$ cat config.mk
export PLATFORM = sky130hd
export DESIGN_NAME = alu16
export DESIGN_NICKNAME = d
export VERILOG_FILES = /design/src/rtl/alu_pkg.sv /design/src/rtl/alu16_comb.sv /design/src/rtl/alu16.sv
export SDC_FILE = /design/constraint.sdc
export NUM_CORES = 1
export LEC_CHECK = 0
export BUFFER_PORTS_ARGS = -buffer_cell sky130_fd_sc_hd__buf_2
export CORE_MARGIN = 2
export CORE_UTILIZATION = 40
export CTS_BUF_LIST = sky130_fd_sc_hd__clkbuf_16
export CTS_CLUSTER_DIAMETER = 100
export CTS_CLUSTER_SIZE = 14
export DETAILED_ROUTE_END_ITERATION = 8
export HOLD_SLACK_MARGIN = 0.12
export PLACE_DENSITY = 0.7
export SETUP_SLACK_MARGIN = 0.1
export SLEW_MARGIN = 40
export SYNTH_ARGS = -nofsm -noshare
export SYNTH_HDL_FRONTEND = slang
export SYNTH_SLANG_ARGS = --single-unit
$ cat constraint.sdc
create_clock -name clk -period 0.8 [get_ports clk]
set_input_delay 0 -clock clk [delete_from_list [all_inputs] [get_ports clk]]
set_output_delay 0 -clock clk [all_outputs]
set_load 0.05 [all_outputs]
$ cat src/rtl/alu_pkg.sv
// Shared opcode, flag-index and width definitions for the alu16 datapath block.
package alu_pkg;

    localparam int unsigned DATA_W = 16;
    localparam int unsigned OP_W   = 4;
    localparam int unsigned FLAG_W = 3;

    localparam int unsigned FLAG_OVF  = 2;
    localparam int unsigned FLAG_NEG  = 1;
    localparam int unsigned FLAG_ZERO = 0;

    typedef enum logic [OP_W-1:0] {
        OP_NOP = 4'd0,
        OP_ADD = 4'd1,
        OP_SUB = 4'd2,
        OP_MUL = 4'd3,
        OP_DIV = 4'd4,
        OP_AND = 4'd5,
        OP_OR  = 4'd6,
        OP_XOR = 4'd7,
        OP_NOT = 4'd8,
        OP_SHL = 4'd9
    } opcode_e;

    typedef struct packed {
        logic [DATA_W-1:0] result;
        logic [DATA_W-1:0] hi;
        logic [FLAG_W-1:0] flags;
    } alu_res_t;

endpackage

$ cat src/rtl/alu16_comb.sv
// Combinational opcode decode and arithmetic for alu16.
// Multiply/divide are built only when ALU_MULDIV_EN is defined; otherwise opcodes 3/4 decode as reserved.
module alu16_comb
    import alu_pkg::*;
(
    input  logic [DATA_W-1:0] a,
    input  logic [DATA_W-1:0] b,
    input  logic [OP_W-1:0]   ins,
    output alu_res_t          res_c
);

    logic [DATA_W-1:0] sum;
    logic [DATA_W-1:0] diff;
    logic [DATA_W-1:0] result;
    logic [DATA_W-1:0] hi;
    logic              ovf;

    assign sum  = a + b;
    assign diff = a - b;

`ifdef ALU_MULDIV_EN
    logic signed [2*DATA_W-1:0] prod;
    logic signed [DATA_W-1:0]   quot;
    logic signed [DATA_W-1:0]   rem;
    logic                       div_by_zero;
    logic                       div_ovf;

    assign prod        = (2*DATA_W)'($signed(a)) * (2*DATA_W)'($signed(b));
    assign div_by_zero = (b == '0);
    assign div_ovf     = (a == 16'h8000) && (b == 16'hFFFF);

    // Guard the divider so the zero and overflow cases never reach the operator.
    always_comb begin
        quot = '0;
        rem  = '0;
        if (!div_by_zero && !div_ovf) begin
            quot = $signed(a) / $signed(b);
            rem  = $signed(a) % $signed(b);
        end
    end
`endif

    always_comb begin
        result = '0;
        hi     = '0;
        ovf    = 1'b0;
        case (ins)
            OP_NOP: result = '0;
            OP_ADD: begin
                result = sum;
                ovf    = (a[DATA_W-1] == b[DATA_W-1]) && (sum[DATA_W-1] != a[DATA_W-1]);
            end
            OP_SUB: begin
                result = diff;
                ovf    = (a[DATA_W-1] != b[DATA_W-1]) && (diff[DATA_W-1] != a[DATA_W-1]);
            end
`ifdef ALU_MULDIV_EN
            OP_MUL: begin
                result = prod[DATA_W-1:0];
                hi     = prod[2*DATA_W-1:DATA_W];
                // Fits in 16 bits only if the upper 17 bits are a pure sign extension.
                ovf    = !((&prod[2*DATA_W-1:DATA_W-1]) || !(|prod[2*DATA_W-1:DATA_W-1]));
            end
            OP_DIV: begin
                if (div_by_zero) begin
                    result = 16'hFFFF;
                    hi     = a;
                    ovf    = 1'b1;
                end else if (div_ovf) begin
                    result = 16'h8000;
                    hi     = '0;
                    ovf    = 1'b1;
                end else begin
                    result = quot;
                    hi     = rem;
                end
            end
`endif
            OP_AND: result = a & b;
            OP_OR:  result = a | b;
            OP_XOR: result = a ^ b;
            OP_NOT: result = ~a;
            OP_SHL: result = a << b[3:0];
            default: begin
                result = '0;
                hi     = '0;
                ovf    = 1'b0;
            end
        endcase
    end

    always_comb begin
        res_c                  = '0;
        res_c.result           = result;
        res_c.hi               = hi;
        res_c.flags[FLAG_OVF]  = ovf;
        res_c.flags[FLAG_NEG]  = result[DATA_W-1];
        res_c.flags[FLAG_ZERO] = (result == '0);
    end

endmodule

$ cat src/rtl/alu16.sv
// Registered 16-bit signed ALU: one-cycle latency, async active-low reset clears all outputs.
// Optional multiply/divide enabled by ALU_MULDIV_EN (see alu16_comb).
module alu16
    import alu_pkg::*;
(
    input  logic              clk,
    input  logic              rst_n,
    output logic [DATA_W-1:0] out,
    output logic [FLAG_W-1:0] flags,
    output logic [DATA_W-1:0] hi,
    input  logic [DATA_W-1:0] A,
    input  logic [DATA_W-1:0] B,
    input  logic [OP_W-1:0]   ins
);

    alu_res_t res_d;
    alu_res_t res_q;

    alu16_comb u_comb (
        .a     (A),
        .b     (B),
        .ins   (ins),
        .res_c (res_d)
    );

    always_ff @(posedge clk or negedge rst_n) begin
        if (!rst_n) begin
            res_q <= '0;
        end else begin
            res_q <= res_d;
        end
    end

    assign out   = res_q.result;
    assign hi    = res_q.hi;
    assign flags = res_q.flags;

endmodule

==> flow_summary.html, run 1 <==
<table>
<tr><th>Metric</th><th>Value</th></tr>
<tr><th colspan="2">Run status</th></tr>
<tr><td>Result of the run</td><td>finished, violations left</td></tr>
<tr><td>Violations in the final reports</td><td>setup timing</td></tr>
<tr><th colspan="2">Setup path</th></tr>
<tr><td>Crit Path Category</td><td>in2reg</td></tr>
<tr><td>Required time worst endpoint</td><td>0.97 ns</td></tr>
<tr><td>Most numerous cell on the critical path</td><td>sky130_fd_sc_hd__a21o_1</td></tr>
<tr><td>Levels on crit path</td><td>12</td></tr>
<tr><td>Cell-by-cell trace of the critical path</td><td>buf_12, inv_12, ha_4, a21o_1, a21o_1, a31o_4, o41ai_4, nor3_1, nor3_2, a31oi_2, nor4_2, and4b_1</td></tr>
<tr><td>Kind of end point of the critical path</td><td>flip-flop</td></tr>
<tr><td>Worst path max stage delay</td><td>0.45 ns</td></tr>
<tr><td>Kind of cell with the highest combined delay on the critical path</td><td>compound AO/OA/AOI/OAI gates</td></tr>
<tr><td>Worst Path Max Fanout</td><td>5</td></tr>
<tr><td>Crit path buffers/inverters</td><td>2</td></tr>
<tr><td>Cell type of the slowest stage on the worst timing path</td><td>sky130_fd_sc_hd__o41ai_4</td></tr>
<tr><td>Kind of start point of the critical path</td><td>primary input</td></tr>
<tr><td>Data arrival time at the worst-slack endpoint</td><td>2.49 ns</td></tr>
<tr><th colspan="2">Yosys</th></tr>
<tr><td>Post-Syn Area per Cell</td><td>7.50 µm²</td></tr>
<tr><td>Simple-gate share of the synthesized area</td><td>0.185</td></tr>
<tr><td>Synthesized-area fraction occupied by ao, oa, aoi and oai cells</td><td>0.274</td></tr>
<tr><td>Total number of yosys warnings</td><td>0</td></tr>
<tr><td>Number of library cell types mapped by synthesis</td><td>66</td></tr>
<tr><td>Seq/Total Area, Yosys</td><td>0.116</td></tr>
<tr><td>Cell type with the largest total area after synthesis</td><td>sky130_fd_sc_hd__ha_1</td></tr>
<tr><td>Number of instances in the synthesized netlist</td><td>518</td></tr>
<tr><td>Share of synthesized flip-flops with an asynchronous set or reset</td><td>1.00</td></tr>
<tr><td>Post-Syn Area</td><td>3890 µm²</td></tr>
<tr><td>XOR/XNOR share of the synthesized area</td><td>0.00676</td></tr>
<tr><td>Count of flip-flops with a built-in enable after synthesis</td><td>0</td></tr>
<tr><td>Synthesized flop and latch total</td><td>18</td></tr>
<tr><td>Flip-flop cell with the highest count after synthesis</td><td>sky130_fd_sc_hd__dfrtp_1</td></tr>
<tr><td>Synthesized-area fraction occupied by adder cells</td><td>0.174</td></tr>
<tr><td>Share of the synthesized area in the top cell type</td><td>0.164</td></tr>
<tr><td>Multiplexer fraction of the synthesized cell area</td><td>0.128</td></tr>
<tr><td>Combinational family with the most area after synthesis</td><td>compound AO/OA/AOI/OAI gates</td></tr>
<tr><td>Dominant cells by area after synthesis</td><td>sky130_fd_sc_hd__ha_1 16%, sky130_fd_sc_hd__dfrtp_1 12%, sky130_fd_sc_hd__a21oi_1 5.1%, sky130_fd_sc_hd__inv_1 4.9%, sky130_fd_sc_hd__mux4_2 4.6%</td></tr>
<tr><th colspan="2">Placement</th></tr>
<tr><td>Weighted congestion at the end of routability-driven global placement</td><td>1.05</td></tr>
<tr><td>Count of buffers from port buffering</td><td>56</td></tr>
<tr><td>Worst slack, placed</td><td>-2.09 ns</td></tr>
<tr><td>Post-detailed-placement half-perimeter wirelength</td><td>13,000 µm</td></tr>
<tr><th colspan="2">Pwr</th></tr>
<tr><td>Sw power</td><td>3.20 mW</td></tr>
<tr><td>Power density of the placed cells</td><td>1050 nW/µm²</td></tr>
<tr><td>Share of total power in combinational logic</td><td>0.723</td></tr>
<tr><td>Internal Pwr Total</td><td>4.18 mW</td></tr>
<tr><td>Clock power share</td><td>0.129</td></tr>
<tr><td>Max VDD drop</td><td>0.00106 V</td></tr>
<tr><td>Leak</td><td>3.35 nW</td></tr>
<tr><td>Overall Power</td><td>7.39 mW</td></tr>
<tr><td>Sequential Power Share</td><td>0.148</td></tr>
<tr><td>Switching Fraction</td><td>0.433</td></tr>
<tr><th colspan="2">Min path</th></tr>
<tr><td>Hold Path Class</td><td>in2async</td></tr>
<tr><th colspan="2">Global routing</th></tr>
<tr><td>Vias in the first global route</td><td>5,077</td></tr>
<tr><td>Maximum number of pins on one net before global-route repair</td><td>19</td></tr>
<tr><td>Global router's overall resource usage</td><td>0.312</td></tr>
<tr><td>Antenna violations before repair</td><td>0</td></tr>
<tr><td>Total congestion overflow after global routing</td><td>0</td></tr>
<tr><td>Global-route wire length before repair</td><td>25,300 µm</td></tr>
<tr><th colspan="2">Route</th></tr>
<tr><td>Count of antenna-violating nets left after detailed routing</td><td>0</td></tr>
<tr><td>Aggregate routed wire length</td><td>17,400 µm</td></tr>
<tr><td>TritonRoute pass-1 iters</td><td>5</td></tr>
<tr><td>Count of routing violations after the opening detailed-route iteration</td><td>334</td></tr>
<tr><td>DR vias</td><td>5,195</td></tr>
<tr><td>Final routed wire length divided by cell count</td><td>19.2 µm</td></tr>
<tr><td>DRC errors left</td><td>0</td></tr>
<tr><td>Detailed-route vias per instance</td><td>5.74</td></tr>
<tr><th colspan="2">STA</th></tr>
<tr><td>Minimum hold slack</td><td>0.229 ns</td></tr>
<tr><td>Least-Margin Pin Slew</td><td>0.493 ns</td></tr>
<tr><td>Final count of negative-setup-slack endpoints</td><td>20</td></tr>
<tr><td>Final setup margin</td><td>-1.52 ns</td></tr>
<tr><td>Max frequency</td><td>432 MHz</td></tr>
<tr><td>Number of max-slew violations in the final report</td><td>0</td></tr>
<tr><td>Share of the clock period used by the worst path after layout</td><td>2.89</td></tr>
<tr><td>Relative slew slack</td><td>0.670</td></tr>
<tr><td>Final hold vios</td><td>0</td></tr>
<tr><td>Crit path time final</td><td>2.32 ns</td></tr>
<tr><td>Setup TNS</td><td>-18.17 ns</td></tr>
<tr><td>RSZ-0062 raised after global routing</td><td>yes</td></tr>
<tr><th colspan="2">CTS</th></tr>
<tr><td>Max H-tree Level</td><td>1</td></tr>
<tr><td>Clock Tree Buf Depth</td><td>2</td></tr>
<tr><td>Clock-pin slew of the registers on the worst-case setup and hold paths</td><td>0.05 ns</td></tr>
<tr><td>CTS Sinks</td><td>18</td></tr>
<tr><td>TritonCTS clock tree</td><td>done</td></tr>
<tr><td>Total clock buffers created by CTS</td><td>3</td></tr>
<tr><td>Cell at the root of the clock tree</td><td>sky130_fd_sc_hd__clkbuf_16</td></tr>
<tr><th colspan="2">Layout</th></tr>
<tr><td>Diodes inserted</td><td>0</td></tr>
<tr><td>Core occupancy in the finished layout</td><td>0.751</td></tr>
<tr><td>Area overhead of the layout relative to synthesis</td><td>80.3%</td></tr>
<tr><td>Share of final-layout standard cells stronger than drive strength 1</td><td>0.557</td></tr>
<tr><td>Fin nets</td><td>868</td></tr>
<tr><th colspan="2">Floorplanning</th></tr>
<tr><td>I/O pin count</td><td>73</td></tr>
<tr><td>Area inside the core boundary</td><td>9330 µm²</td></tr>
<tr><td>Site Rows</td><td>35</td></tr>
<tr><td>Die span in y</td><td>103 µm</td></tr>
<tr><td>Horizontal extent of the die</td><td>103 µm</td></tr>
<tr><td>Starting density of the core</td><td>0.417</td></tr>
<tr><td>Die Footprint</td><td>10,500 µm²</td></tr>
<tr><th colspan="2">Flow run</th></tr>
<tr><td>Number of violations of the max-capacitance limit</td><td>0</td></tr>
</table>
## cell families after synthesis
logic type               Yosys count
AO/OA/AOI/OAI                    158
XOR/XNOR                           3
flip-flops                        18
adder cells (fa/ha/maj)           53
multiplexers                      38
AND/OR/NAND/NOR                  150
other                              1
buffers and inverters             97
## final cells by class
class / count / area (µm²)
tap: 129 / 161
clock inverter: 1 / 3.75
timing repair buffer: 285 / 2320
sequential: 18 / 452
clock buffer: 3 / 75.1
inverter: 51 / 241
fill: 681 / 2320
multi-input combinational: 418 / 3760
## Yosys cell counts (4+ instances only)
cell type / count
sky130_fd_sc_hd__mux2_2: 14
sky130_fd_sc_hd__a211oi_1: 6
sky130_fd_sc_hd__o31ai_1: 5
sky130_fd_sc_hd__a21o_1: 6
sky130_fd_sc_hd__dfrtp_1: 18
sky130_fd_sc_hd__nand3_1: 8
sky130_fd_sc_hd__nor4_1: 6
sky130_fd_sc_hd__buf_2: 7
sky130_fd_sc_hd__inv_1: 51
sky130_fd_sc_hd__ha_1: 51
sky130_fd_sc_hd__a31oi_1: 8
sky130_fd_sc_hd__o22ai_1: 15
sky130_fd_sc_hd__a22oi_1: 4
sky130_fd_sc_hd__buf_4: 18
sky130_fd_sc_hd__clkbuf_1: 18
sky130_fd_sc_hd__nor2b_1: 4
sky130_fd_sc_hd__nor2_1: 48
sky130_fd_sc_hd__o211ai_1: 4
sky130_fd_sc_hd__a21oi_1: 40
sky130_fd_sc_hd__mux4_2: 8
sky130_fd_sc_hd__o21ai_0: 27
sky130_fd_sc_hd__mux2i_1: 16
sky130_fd_sc_hd__nor3_1: 20
sky130_fd_sc_hd__nand2_1: 36
sky130_fd_sc_hd__nand2b_1: 7
sky130_fd_sc_hd__a221oi_1: 6
## registers in the layout, summed over array words and instances (netlist names)
register,count
out,15
flags,3
## repair_timing
action,CTS,global route
hold buffers,1,0
resized for setup,140,60
endpoints found under the setup margin,37,37
pin swaps,56,41
setup buffers,11,14
hold endpoints to repair,18,0
## power by group through the flow
stage                     combinational (mW)  clock (mW)  sequential (mW)
after global routing                    5.64        1.02             1.11
after floorplan                         2.05           0             1.50
after global placement                  4.21           0             1.07
after detailed placement                4.28           0             1.07
after CTS                               4.86       0.946             1.09
final                                   5.34       0.951             1.09
## path summary, 6_finish.rpt
check / startpoint / end
min in group clk: B[15] / flags[2]
max in group asynchronous: rst_n / flags[1]
worst max-delay path: B[1] / flags[0]
worst min-delay path: rst_n / out[12]
## layout by cell type (no fill, tap or decap), drive strengths merged, types with 3 or more instances in the layout
cell,Yosys,final
a211o,3,3
a211oi,6,6
a21o,6,6
a21oi,40,40
a221o,3,3
a221oi,7,7
a22oi,4,4
a31oi,8,8
buf,28,284
clkbuf,18,3
conb,1,16
dfrtp,18,18
ha,51,51
inv,51,52
mux2,14,14
mux2i,16,16
mux4,8,8
nand2,36,36
nand2b,7,7
nand3,8,8
nor2,48,48
nor2b,4,4
nor3,20,20
nor3b,4,4
nor4,6,6
o211ai,4,4
o21ai,29,29
o221a,3,3
o221ai,3,3
o22ai,15,15
o31ai,5,5
or2,3,3
or3,3,3
xnor2,3,3
## per-stage QoR
| step | instances | cell area, µm² |
|---|---|---|
| finish | 905 | 7010 |
| global route | 905 | 7010 |
| CTS | 894 | 6640 |
| detailed placement | 880 | 5940 |
| global placement | 880 | 5940 |
| floorplan | 533 | 4250 |
## per-layer routing
metal,vias up,global-route usage,share of wire
met1,2438,0.393,0.39
met5,-,0,0
met2,307,0.548,0.47
li1,2376,-,-
met4,0,0.106,0.046
met3,74,0.0420,0.096
(Power assumes the default switching activity.)
==> run 2: changes to the inputs <==
Settings changed: CAP_MARGIN from default to 10, REMOVE_ABC_BUFFERS from default to 1.
==> run 2 against run 1 <==
- core utilization is 3.7 points lower
- worst setup slack worse by 0.10 ns
- die area stayed put
- critical endpoint unchanged
- largest cell class unchanged
- power is 3.8% lower
- critical path depth is 2 higher
- worst hold slack worse by 0.0057 ns
- combinational power is 5.2% lower
- clock-buffer cell count stayed put
- routed wire length is 2.2% lower
- largest power group unchanged
- the run still ends with setup timing left
- sequential power hardly changed
==> flow_summary.html, run 2 (synthesized netlist as in run 1, its figures left out) <==
<table>
<tr><th>Metric</th><th>Value</th></tr>
<tr><th colspan="2">Run status</th></tr>
<tr><td>Result of the run</td><td>finished, violations left</td></tr>
<tr><td>Violations in the final reports</td><td>setup timing</td></tr>
<tr><th colspan="2">Layout</th></tr>
<tr><td>Most common cell after layout, fill and taps aside</td><td>sky130_fd_sc_hd__buf_4</td></tr>
<tr><td>Area overhead of the layout relative to synthesis</td><td>71.3%</td></tr>
<tr><td>Filler cell count</td><td>688 (+1.0%)</td></tr>
<tr><td>Share of final-layout standard cells stronger than drive strength 1</td><td>0.521 (-0.0356)</td></tr>
<tr><td>Fin nets</td><td>853 (-1.7%)</td></tr>
<tr><td>Diodes inserted</td><td>0 (unchanged)</td></tr>
<tr><td>Post-route non-filler standard cell count</td><td>889 (-1.8%)</td></tr>
<tr><td>Commonest cells after routing, fill and taps aside</td><td>189 x sky130_fd_sc_hd__buf_4, 44 x sky130_fd_sc_hd__nor2_1, 43 x sky130_fd_sc_hd__buf_6, 37 x sky130_fd_sc_hd__inv_1, 37 x sky130_fd_sc_hd__ha_1</td></tr>
<tr><td>Number of flip-flops in the largest register</td><td>15 (unchanged)</td></tr>
<tr><th colspan="2">Global routing</th></tr>
<tr><td>Global-route wire length before repair</td><td>25,600 µm (+0.84%)</td></tr>
<tr><td>Maximum number of pins on one net before global-route repair</td><td>22 (+3)</td></tr>
<tr><td>Total congestion overflow after global routing</td><td>0 (unchanged)</td></tr>
<tr><td>Vias in the first global route</td><td>5,128 (+1.0%)</td></tr>
<tr><td>Fraction of met3 tracks used by global routing</td><td>0.0393 (-0.00271)</td></tr>
<tr><td>Met2 usage</td><td>0.517 (-0.0302)</td></tr>
<tr><td>Global router's overall resource usage</td><td>0.309 (-0.00324)</td></tr>
<tr><td>Highest-utilization routing layer at the global route stage</td><td>met2</td></tr>
<tr><td>Antenna violations before repair</td><td>0 (unchanged)</td></tr>
<tr><td>Met1 layer usage reported by global route</td><td>0.390 (-0.00336)</td></tr>
<tr><th colspan="2">Route</th></tr>
<tr><td>DRC errors left</td><td>0 (unchanged)</td></tr>
<tr><td>Aggregate routed wire length</td><td>17,000 µm (-2.2%)</td></tr>
<tr><td>Count of antenna-violating nets left after detailed routing</td><td>0 (unchanged)</td></tr>
<tr><td>Count of routing violations after the opening detailed-route iteration</td><td>491 (+47%)</td></tr>
<tr><td>TritonRoute pass-1 iters</td><td>5 (unchanged)</td></tr>
<tr><td>Final routed wire length divided by cell count</td><td>19.1 µm (-0.41%)</td></tr>
<tr><td>Detailed-route vias per instance</td><td>5.87 (+2.3%)</td></tr>
<tr><td>DR vias</td><td>5,220 (+0.48%)</td></tr>
<tr><th colspan="2">Setup path</th></tr>
<tr><td>Required time worst endpoint</td><td>0.98 ns (about the same)</td></tr>
<tr><td>Crit Path Category</td><td>in2reg</td></tr>
<tr><td>Kind of start point of the critical path</td><td>primary input</td></tr>
<tr><td>Kind of end point of the critical path</td><td>flip-flop</td></tr>
<tr><td>Critical path startpoint</td><td>A[0]</td></tr>
<tr><td>Worst Path Max Fanout</td><td>3 (-2)</td></tr>
<tr><td>Data arrival time at the worst-slack endpoint</td><td>2.60 ns (+0.11 ns)</td></tr>
<tr><th colspan="2">STA</th></tr>
<tr><td>Final hold vios</td><td>0 (unchanged)</td></tr>
<tr><td>Crit path time final</td><td>2.42 ns (+0.104 ns)</td></tr>
<tr><td>Final setup margin</td><td>-1.62 ns (-0.105 ns)</td></tr>
<tr><td>Minimum hold slack</td><td>0.223 ns (-0.00574 ns)</td></tr>
<tr><td>Final count of negative-setup-slack endpoints</td><td>18 (-10%)</td></tr>
<tr><td>Share of the clock period used by the worst path after layout</td><td>3.02 (+0.131)</td></tr>
<tr><td>Least-Margin Pin Slew</td><td>0.498 ns (+0.00528 ns)</td></tr>
<tr><td>Max frequency</td><td>413 MHz (-4.3%)</td></tr>
<tr><td>RSZ-0062 raised after global routing</td><td>yes</td></tr>
<tr><td>Relative slew slack</td><td>0.665 (-0.00449)</td></tr>
<tr><td>Number of max-slew violations in the final report</td><td>0 (unchanged)</td></tr>
<tr><th colspan="2">Floorplanning</th></tr>
<tr><td>Starting density of the core</td><td>0.417 (unchanged)</td></tr>
<tr><td>Die Footprint</td><td>10,500 µm² (unchanged)</td></tr>
<tr><td>Die span in y</td><td>103 µm (unchanged)</td></tr>
<tr><td>I/O pin count</td><td>73 (unchanged)</td></tr>
<tr><td>Area inside the core boundary</td><td>9330 µm² (unchanged)</td></tr>
<tr><td>Site Rows</td><td>35 (unchanged)</td></tr>
<tr><td>Horizontal extent of the die</td><td>103 µm (unchanged)</td></tr>
<tr><th colspan="2">Placement</th></tr>
<tr><td>Post-detailed-placement half-perimeter wirelength</td><td>12,100 µm (-7.0%)</td></tr>
<tr><td>Weighted congestion at the end of routability-driven global placement</td><td>1.02 (-2.5%)</td></tr>
<tr><td>Inst Count DP</td><td>863 (-1.9%)</td></tr>
<tr><td>Count of buffers from port buffering</td><td>56 (unchanged)</td></tr>
<tr><td>Worst slack, placed</td><td>-2.10 ns (-0.00914 ns)</td></tr>
<tr><th colspan="2">CTS</th></tr>
<tr><td>TritonCTS clock tree</td><td>done</td></tr>
<tr><td>Clock-pin slew of the registers on the worst-case setup and hold paths</td><td>0.05 ns (about the same)</td></tr>
<tr><td>Total clock buffers created by CTS</td><td>3 (unchanged)</td></tr>
<tr><td>Max H-tree Level</td><td>1 (unchanged)</td></tr>
<tr><td>Clock Tree Buf Depth</td><td>2 (unchanged)</td></tr>
<tr><td>CTS Sinks</td><td>18 (unchanged)</td></tr>
<tr><td>Cell at the root of the clock tree</td><td>sky130_fd_sc_hd__clkbuf_16</td></tr>
<tr><th colspan="2">Pwr</th></tr>
<tr><td>Max VDD drop</td><td>0.00109 V (+3.1%)</td></tr>
<tr><td>Power density of the placed cells</td><td>1070 nW/µm² (+1.3%)</td></tr>
<tr><td>Leak</td><td>3.21 nW (-4.2%)</td></tr>
<tr><td>Overall Power</td><td>7.11 mW (-3.8%)</td></tr>
<tr><th colspan="2">Min path</th></tr>
<tr><td>Hold Path Class</td><td>in2async</td></tr>
<tr><th colspan="2">Flow run</th></tr>
<tr><td>Number of violations of the max-capacitance limit</td><td>0 (unchanged)</td></tr>
</table>
## run 2: cell type report
cell class	instances	area, µm²	share of cell area
Clock buffer	3	75.1	0.0113
Inverter	51	206	0.0310
Timing Repair Buffer	270	2190	0.329
Tap cell	129	161	0.0242
Multi-Input combinational cell	418	3580	0.537
Sequential cell	18	450	0.0676
## run 2: worst max-delay path: stages
cell,delay [ns]
sky130_fd_sc_hd__buf_8,0.11
sky130_fd_sc_hd__clkinv_4,0.04
sky130_fd_sc_hd__ha_4,0.14
sky130_fd_sc_hd__inv_2,0.04
sky130_fd_sc_hd__fa_2,0.40
sky130_fd_sc_hd__nand2b_1,0.15
sky130_fd_sc_hd__a221o_1,0.27
sky130_fd_sc_hd__a21oi_4,0.10
sky130_fd_sc_hd__a211o_1,0.33
sky130_fd_sc_hd__a21o_1,0.19
sky130_fd_sc_hd__a221oi_2,0.29
sky130_fd_sc_hd__o21ai_2,0.10
sky130_fd_sc_hd__nor4_2,0.18
sky130_fd_sc_hd__and4b_1,0.24
## run 2: worst max-delay path by stage
| stage | endpoint | slack, ns | depth (start not counted) |
|---|---|---|---|
| after floorplan | flags[0] | -1.71 | 11 |
| after global placement | flags[0] | -2.00 | 13 |
| after detailed placement | flags[0] | -2.10 | 12 |
| after CTS | flags[0] | -1.49 | 13 |
| after global routing | flags[0] | -1.70 | 14 |
| final | flags[0] | -1.62 | 14 |
## run 2: layer usage
metal  vias up  routed length (µm)
met5         -                   0
li1       2342                   -
met2       387                7830
met1      2400                6500
met4         0                 948
met3        91                1710
## run 2: where the power goes
group	leakage (nW)	switching, mW	internal (mW)
registers	0.228	0.0605	1.03
logic	2.94	2.74	2.32
clock network	0.0370	0.302	0.656
## run 2: timing repair
item / CTS / global route
endpoints found under the setup margin: 37 / 37
setup buffers: 17 / 10
hold buffers: 1 / 0
endpoints found under the hold margin: 18 / 0
pin swaps: 45 / 25
gates resized for setup: 177 / 42
## run 2: metrics by stage
step / util / TNS, ns / instance area [µm²]
after global routing: 0.714 / -20.48 / 6660
after CTS: 0.691 / -17.43 / 6450
after floorplan: - / -20.45 / 3690
after global placement: 0.598 / -25.38 / 5580
final: 0.714 / -19.62 / 6660
after detailed placement: 0.598 / -25.98 / 5580
==> run 3: changes to the inputs <==
--- a/config.mk
+++ b/config.mk
@@ -9,2 +9,3 @@
 export CAP_MARGIN = 10
+export CORE_ASPECT_RATIO = 1.75
 export CORE_MARGIN = 2
@@ -19,2 +20,3 @@
 export SETUP_SLACK_MARGIN = 0.1
+export SKIP_LAST_GASP = 1
 export SLEW_MARGIN = 40
==> constraint.sdc (replaced) <==
create_clock -name clk -period 0.8 [get_ports clk]
set_input_delay 0.08 -clock clk [delete_from_list [all_inputs] [get_ports clk]]
set_output_delay 0.08 -clock clk [all_outputs]
set_load 0.05 [all_outputs]
==> run 3 against run 2 <==
- die area increased by 0.29%
- combinational power up 2%
- critical endpoint unchanged
- routed wire length grew 3.6%
- largest cell class unchanged
- highest routed layer unchanged
- critical path depth is 1 higher
- the flow still finishes with violations (setup timing)
==> flow_summary.html, run 3 (synthesized netlist as in run 1, its figures left out) <==
<table>
<tr><th>Metric</th><th>Value</th></tr>
<tr><th colspan="2">Run status</th></tr>
<tr><td>Result of the run</td><td>finished, violations left</td></tr>
<tr><td>Violations in the final reports</td><td>setup timing</td></tr>
<tr><th colspan="2">Global routing</th></tr>
<tr><td>Global-route wire length before repair</td><td>26,700 µm (+4.6%)</td></tr>
<tr><td>Global router's overall resource usage</td><td>0.323 (+0.0141)</td></tr>
<tr><td>Antenna violations before repair</td><td>0 (unchanged)</td></tr>
<tr><td>Vias in the first global route</td><td>5,326 (+3.9%)</td></tr>
<tr><td>Maximum number of pins on one net before global-route repair</td><td>19 (-14%)</td></tr>
<tr><td>Total congestion overflow after global routing</td><td>0 (unchanged)</td></tr>
<tr><th colspan="2">CTS</th></tr>
<tr><td>Clock Tree Buf Depth</td><td>2 (unchanged)</td></tr>
<tr><td>Clock-pin slew of the registers on the worst-case setup and hold paths</td><td>0.05 ns (about the same)</td></tr>
<tr><td>Max H-tree Level</td><td>1 (unchanged)</td></tr>
<tr><td>Cell at the root of the clock tree</td><td>sky130_fd_sc_hd__clkbuf_16</td></tr>
<tr><td>TritonCTS clock tree</td><td>done</td></tr>
<tr><td>CTS Sinks</td><td>18 (unchanged)</td></tr>
<tr><td>Total clock buffers created by CTS</td><td>3 (unchanged)</td></tr>
<tr><th colspan="2">Pwr</th></tr>
<tr><td>Clock power share</td><td>0.140 (+0.005)</td></tr>
<tr><td>Overall Power</td><td>7.27 mW (+2.3%)</td></tr>
<tr><td>Sequential Power Share</td><td>0.150 (-0.003)</td></tr>
<tr><td>Share of total power in combinational logic</td><td>0.710 (-0.002)</td></tr>
<tr><td>Max VDD drop</td><td>0.00127 V (+16%)</td></tr>
<tr><td>Power density of the placed cells</td><td>1070 nW/µm² (about the same)</td></tr>
<tr><td>Sw power</td><td>3.16 mW (+1.8%)</td></tr>
<tr><td>Switching Fraction</td><td>0.434 (-0.00179)</td></tr>
<tr><td>Internal Pwr Total</td><td>4.11 mW (+2.6%)</td></tr>
<tr><td>Leak</td><td>3.34 nW (+4.0%)</td></tr>
<tr><th colspan="2">Layout</th></tr>
<tr><td>Commonest cells after routing, fill and taps aside</td><td>223 x sky130_fd_sc_hd__buf_4, 47 x sky130_fd_sc_hd__nor2_1, 39 x sky130_fd_sc_hd__inv_1, 37 x sky130_fd_sc_hd__ha_1</td></tr>
<tr><td>Fin nets</td><td>878 (+2.9%)</td></tr>
<tr><td>Sequential cell area</td><td>450 µm² (unchanged)</td></tr>
<tr><td>Share of final-layout standard cells stronger than drive strength 1</td><td>0.529 (+0.00821)</td></tr>
<tr><td>Number of flip-flops in the largest register</td><td>15 (unchanged)</td></tr>
<tr><td>Most common cell after layout, fill and taps aside</td><td>sky130_fd_sc_hd__buf_4</td></tr>
<tr><td>Area overhead of the layout relative to synthesis</td><td>75.1%</td></tr>
<tr><td>Post-route non-filler standard cell count</td><td>908 (+2.1%)</td></tr>
<tr><td>Total area of multi-input combinational cells</td><td>3590 µm² (+0.24%)</td></tr>
<tr><td>Filler cell count</td><td>735 (+6.8%)</td></tr>
<tr><td>Diodes inserted</td><td>0 (unchanged)</td></tr>
<tr><th colspan="2">Placement</th></tr>
<tr><td>Inst Count DP</td><td>881 (+2.1%)</td></tr>
<tr><td>Post-detailed-placement half-perimeter wirelength</td><td>14,100 µm (+17%)</td></tr>
<tr><td>Count of buffers from port buffering</td><td>56 (unchanged)</td></tr>
<tr><td>Weighted congestion at the end of routability-driven global placement</td><td>1.03 (+0.74%)</td></tr>
<tr><th colspan="2">Floorplanning</th></tr>
<tr><td>Die span in y</td><td>134 µm (+31%)</td></tr>
<tr><td>Site Rows</td><td>47 (+34%)</td></tr>
<tr><td>Starting density of the core</td><td>0.411 (-0.00617)</td></tr>
<tr><td>Area inside the core boundary</td><td>9470 µm² (+1.5%)</td></tr>
<tr><td>Horizontal extent of the die</td><td>78.5 µm (-23%)</td></tr>
<tr><td>Die Footprint</td><td>10,600 µm² (+0.29%)</td></tr>
<tr><td>I/O pin count</td><td>73 (unchanged)</td></tr>
<tr><th colspan="2">STA</th></tr>
<tr><td>Max frequency</td><td>410 MHz (-0.69%)</td></tr>
<tr><td>Number of max-slew violations in the final report</td><td>0 (unchanged)</td></tr>
<tr><td>RSZ-0062 raised after global routing</td><td>yes</td></tr>
<tr><td>Final hold vios</td><td>0 (unchanged)</td></tr>
<tr><td>Least-Margin Pin Slew</td><td>0.554 ns (+0.0556 ns)</td></tr>
<tr><td>Setup TNS</td><td>-21.42 ns (-1.79 ns)</td></tr>
<tr><td>Relative slew slack</td><td>0.628 (-0.0374)</td></tr>
<tr><td>Share of the clock period used by the worst path after layout</td><td>3.05 (+0.0211)</td></tr>
<tr><td>Final count of negative-setup-slack endpoints</td><td>37 (+19)</td></tr>
<tr><td>Crit path time final</td><td>2.44 ns (+0.0169 ns)</td></tr>
<tr><td>Minimum hold slack</td><td>0.298 ns (+0.0745 ns)</td></tr>
<tr><td>Final setup margin</td><td>-1.64 ns (-0.0169 ns)</td></tr>
<tr><th colspan="2">Setup path</th></tr>
<tr><td>Required time worst endpoint</td><td>0.99 ns (about the same)</td></tr>
<tr><td>Kind of end point of the critical path</td><td>flip-flop</td></tr>
<tr><td>Crit Path Category</td><td>in2reg</td></tr>
<tr><td>Worst Path Max Fanout</td><td>5 (+2)</td></tr>
<tr><td>Data arrival time at the worst-slack endpoint</td><td>2.63 ns (+0.03 ns)</td></tr>
<tr><td>Kind of start point of the critical path</td><td>primary input</td></tr>
<tr><th colspan="2">Min path</th></tr>
<tr><td>Hold Path Class</td><td>in2async</td></tr>
<tr><th colspan="2">Route</th></tr>
<tr><td>DR vias</td><td>5,150 (-1.3%)</td></tr>
<tr><td>Count of routing violations after the opening detailed-route iteration</td><td>311 (-37%)</td></tr>
<tr><td>DRC errors left</td><td>0 (unchanged)</td></tr>
<tr><td>Detailed-route vias per instance</td><td>5.67 (-3.4%)</td></tr>
<tr><td>TritonRoute pass-1 iters</td><td>5 (unchanged)</td></tr>
<tr><td>Aggregate routed wire length</td><td>17,600 µm (+3.6%)</td></tr>
<tr><td>Count of antenna-violating nets left after detailed routing</td><td>0 (unchanged)</td></tr>
<tr><td>Final routed wire length divided by cell count</td><td>19.4 µm (+1.5%)</td></tr>
<tr><th colspan="2">Flow run</th></tr>
<tr><td>Number of violations of the max-capacitance limit</td><td>0 (unchanged)</td></tr>
</table>
-- run 3: cell types whose count changed in the layout (fill, tap and decap cells not counted), sizes merged --
cell / change
inv: +1
buf: +25
-- run 3: path summary, 6_finish.rpt --
| kind | cells after the start | end | slack [ns] | start |
|---|---|---|---|---|
| worst max-delay path | 15 | flags[0] | -1.64 | A[0] |
| min in group clk | 5 | flags[2] | 0.38 | B[15] |
| max in group asynchronous | 2 | out[7] | 0.21 | rst_n |
| worst min-delay path | 2 | out[6] | 0.30 | rst_n |
-- run 3: cell type report --
cell class,count,share of cell area
tap,122,0.0224
sequential,18,0.0662
clock inverter,1,0.000551
multi-input combinational,418,0.527
timing repair buffer,295,0.342
clock buffer,3,0.0110
inverter,51,0.0307
-- run 3: power groups by stage --
| stage | combinational [mW] | clock, mW | sequential (mW) |
|---|---|---|---|
| after floorplan | 1.65 | 0 | 1.53 |
| after global placement | 4.12 | 0 | 1.07 |
| after detailed placement | 4.17 | 0 | 1.07 |
| after CTS | 4.59 | 1.04 | 1.09 |
| after global routing | 5.46 | 1.05 | 1.10 |
| final | 5.16 | 1.02 | 1.09 |
-- run 3: critical path: stages --
cell,delay (ns)
sky130_fd_sc_hd__buf_8,0.11
sky130_fd_sc_hd__inv_4,0.05
sky130_fd_sc_hd__ha_4,0.13
sky130_fd_sc_hd__inv_2,0.04
sky130_fd_sc_hd__fa_2,0.38
sky130_fd_sc_hd__nand2b_4,0.08
sky130_fd_sc_hd__a221o_1,0.19
sky130_fd_sc_hd__buf_6,0.12
sky130_fd_sc_hd__a21oi_4,0.07
sky130_fd_sc_hd__a211o_1,0.33
sky130_fd_sc_hd__a21o_1,0.19
sky130_fd_sc_hd__a221oi_2,0.32
sky130_fd_sc_hd__o21ai_2,0.11
sky130_fd_sc_hd__nor4_1,0.20
sky130_fd_sc_hd__and4b_1,0.23
-- run 3: stage by stage --
stage          instance area, µm²  setup WS (ns)   util
4_1_cts                      6300          -1.69  0.666
6_report                     6810          -1.64  0.719
3_5_place_dp                 5750          -2.18  0.608
3_3_place_gp                 5750          -2.14  0.608
2_1_floorplan                3690          -1.79      -
5_1_grt                      6810          -1.75  0.719
-- run 3: routing by layer --
layer | share of wire | routed length (µm) | up-vias | track usage
met5 | 0 | 0 | - | 0
met4 | 0.051 | 893 | 0 | 0.158
met3 | 0.048 | 850 | 61 | 0.0236
met2 | 0.53 | 9310 | 206 | 0.604
met1 | 0.37 | 6550 | 2491 | 0.360
li1 | - | - | 2392 | -
-- run 3: repair_timing --
action	in CTS	in global routing
setup endpoints to repair	37	37
hold buffers	1	0
pin swaps	26	56
setup buffers	12	14
gates cloned	0	0
endpoints found under the hold margin	18	0
gates resized for setup	101	101
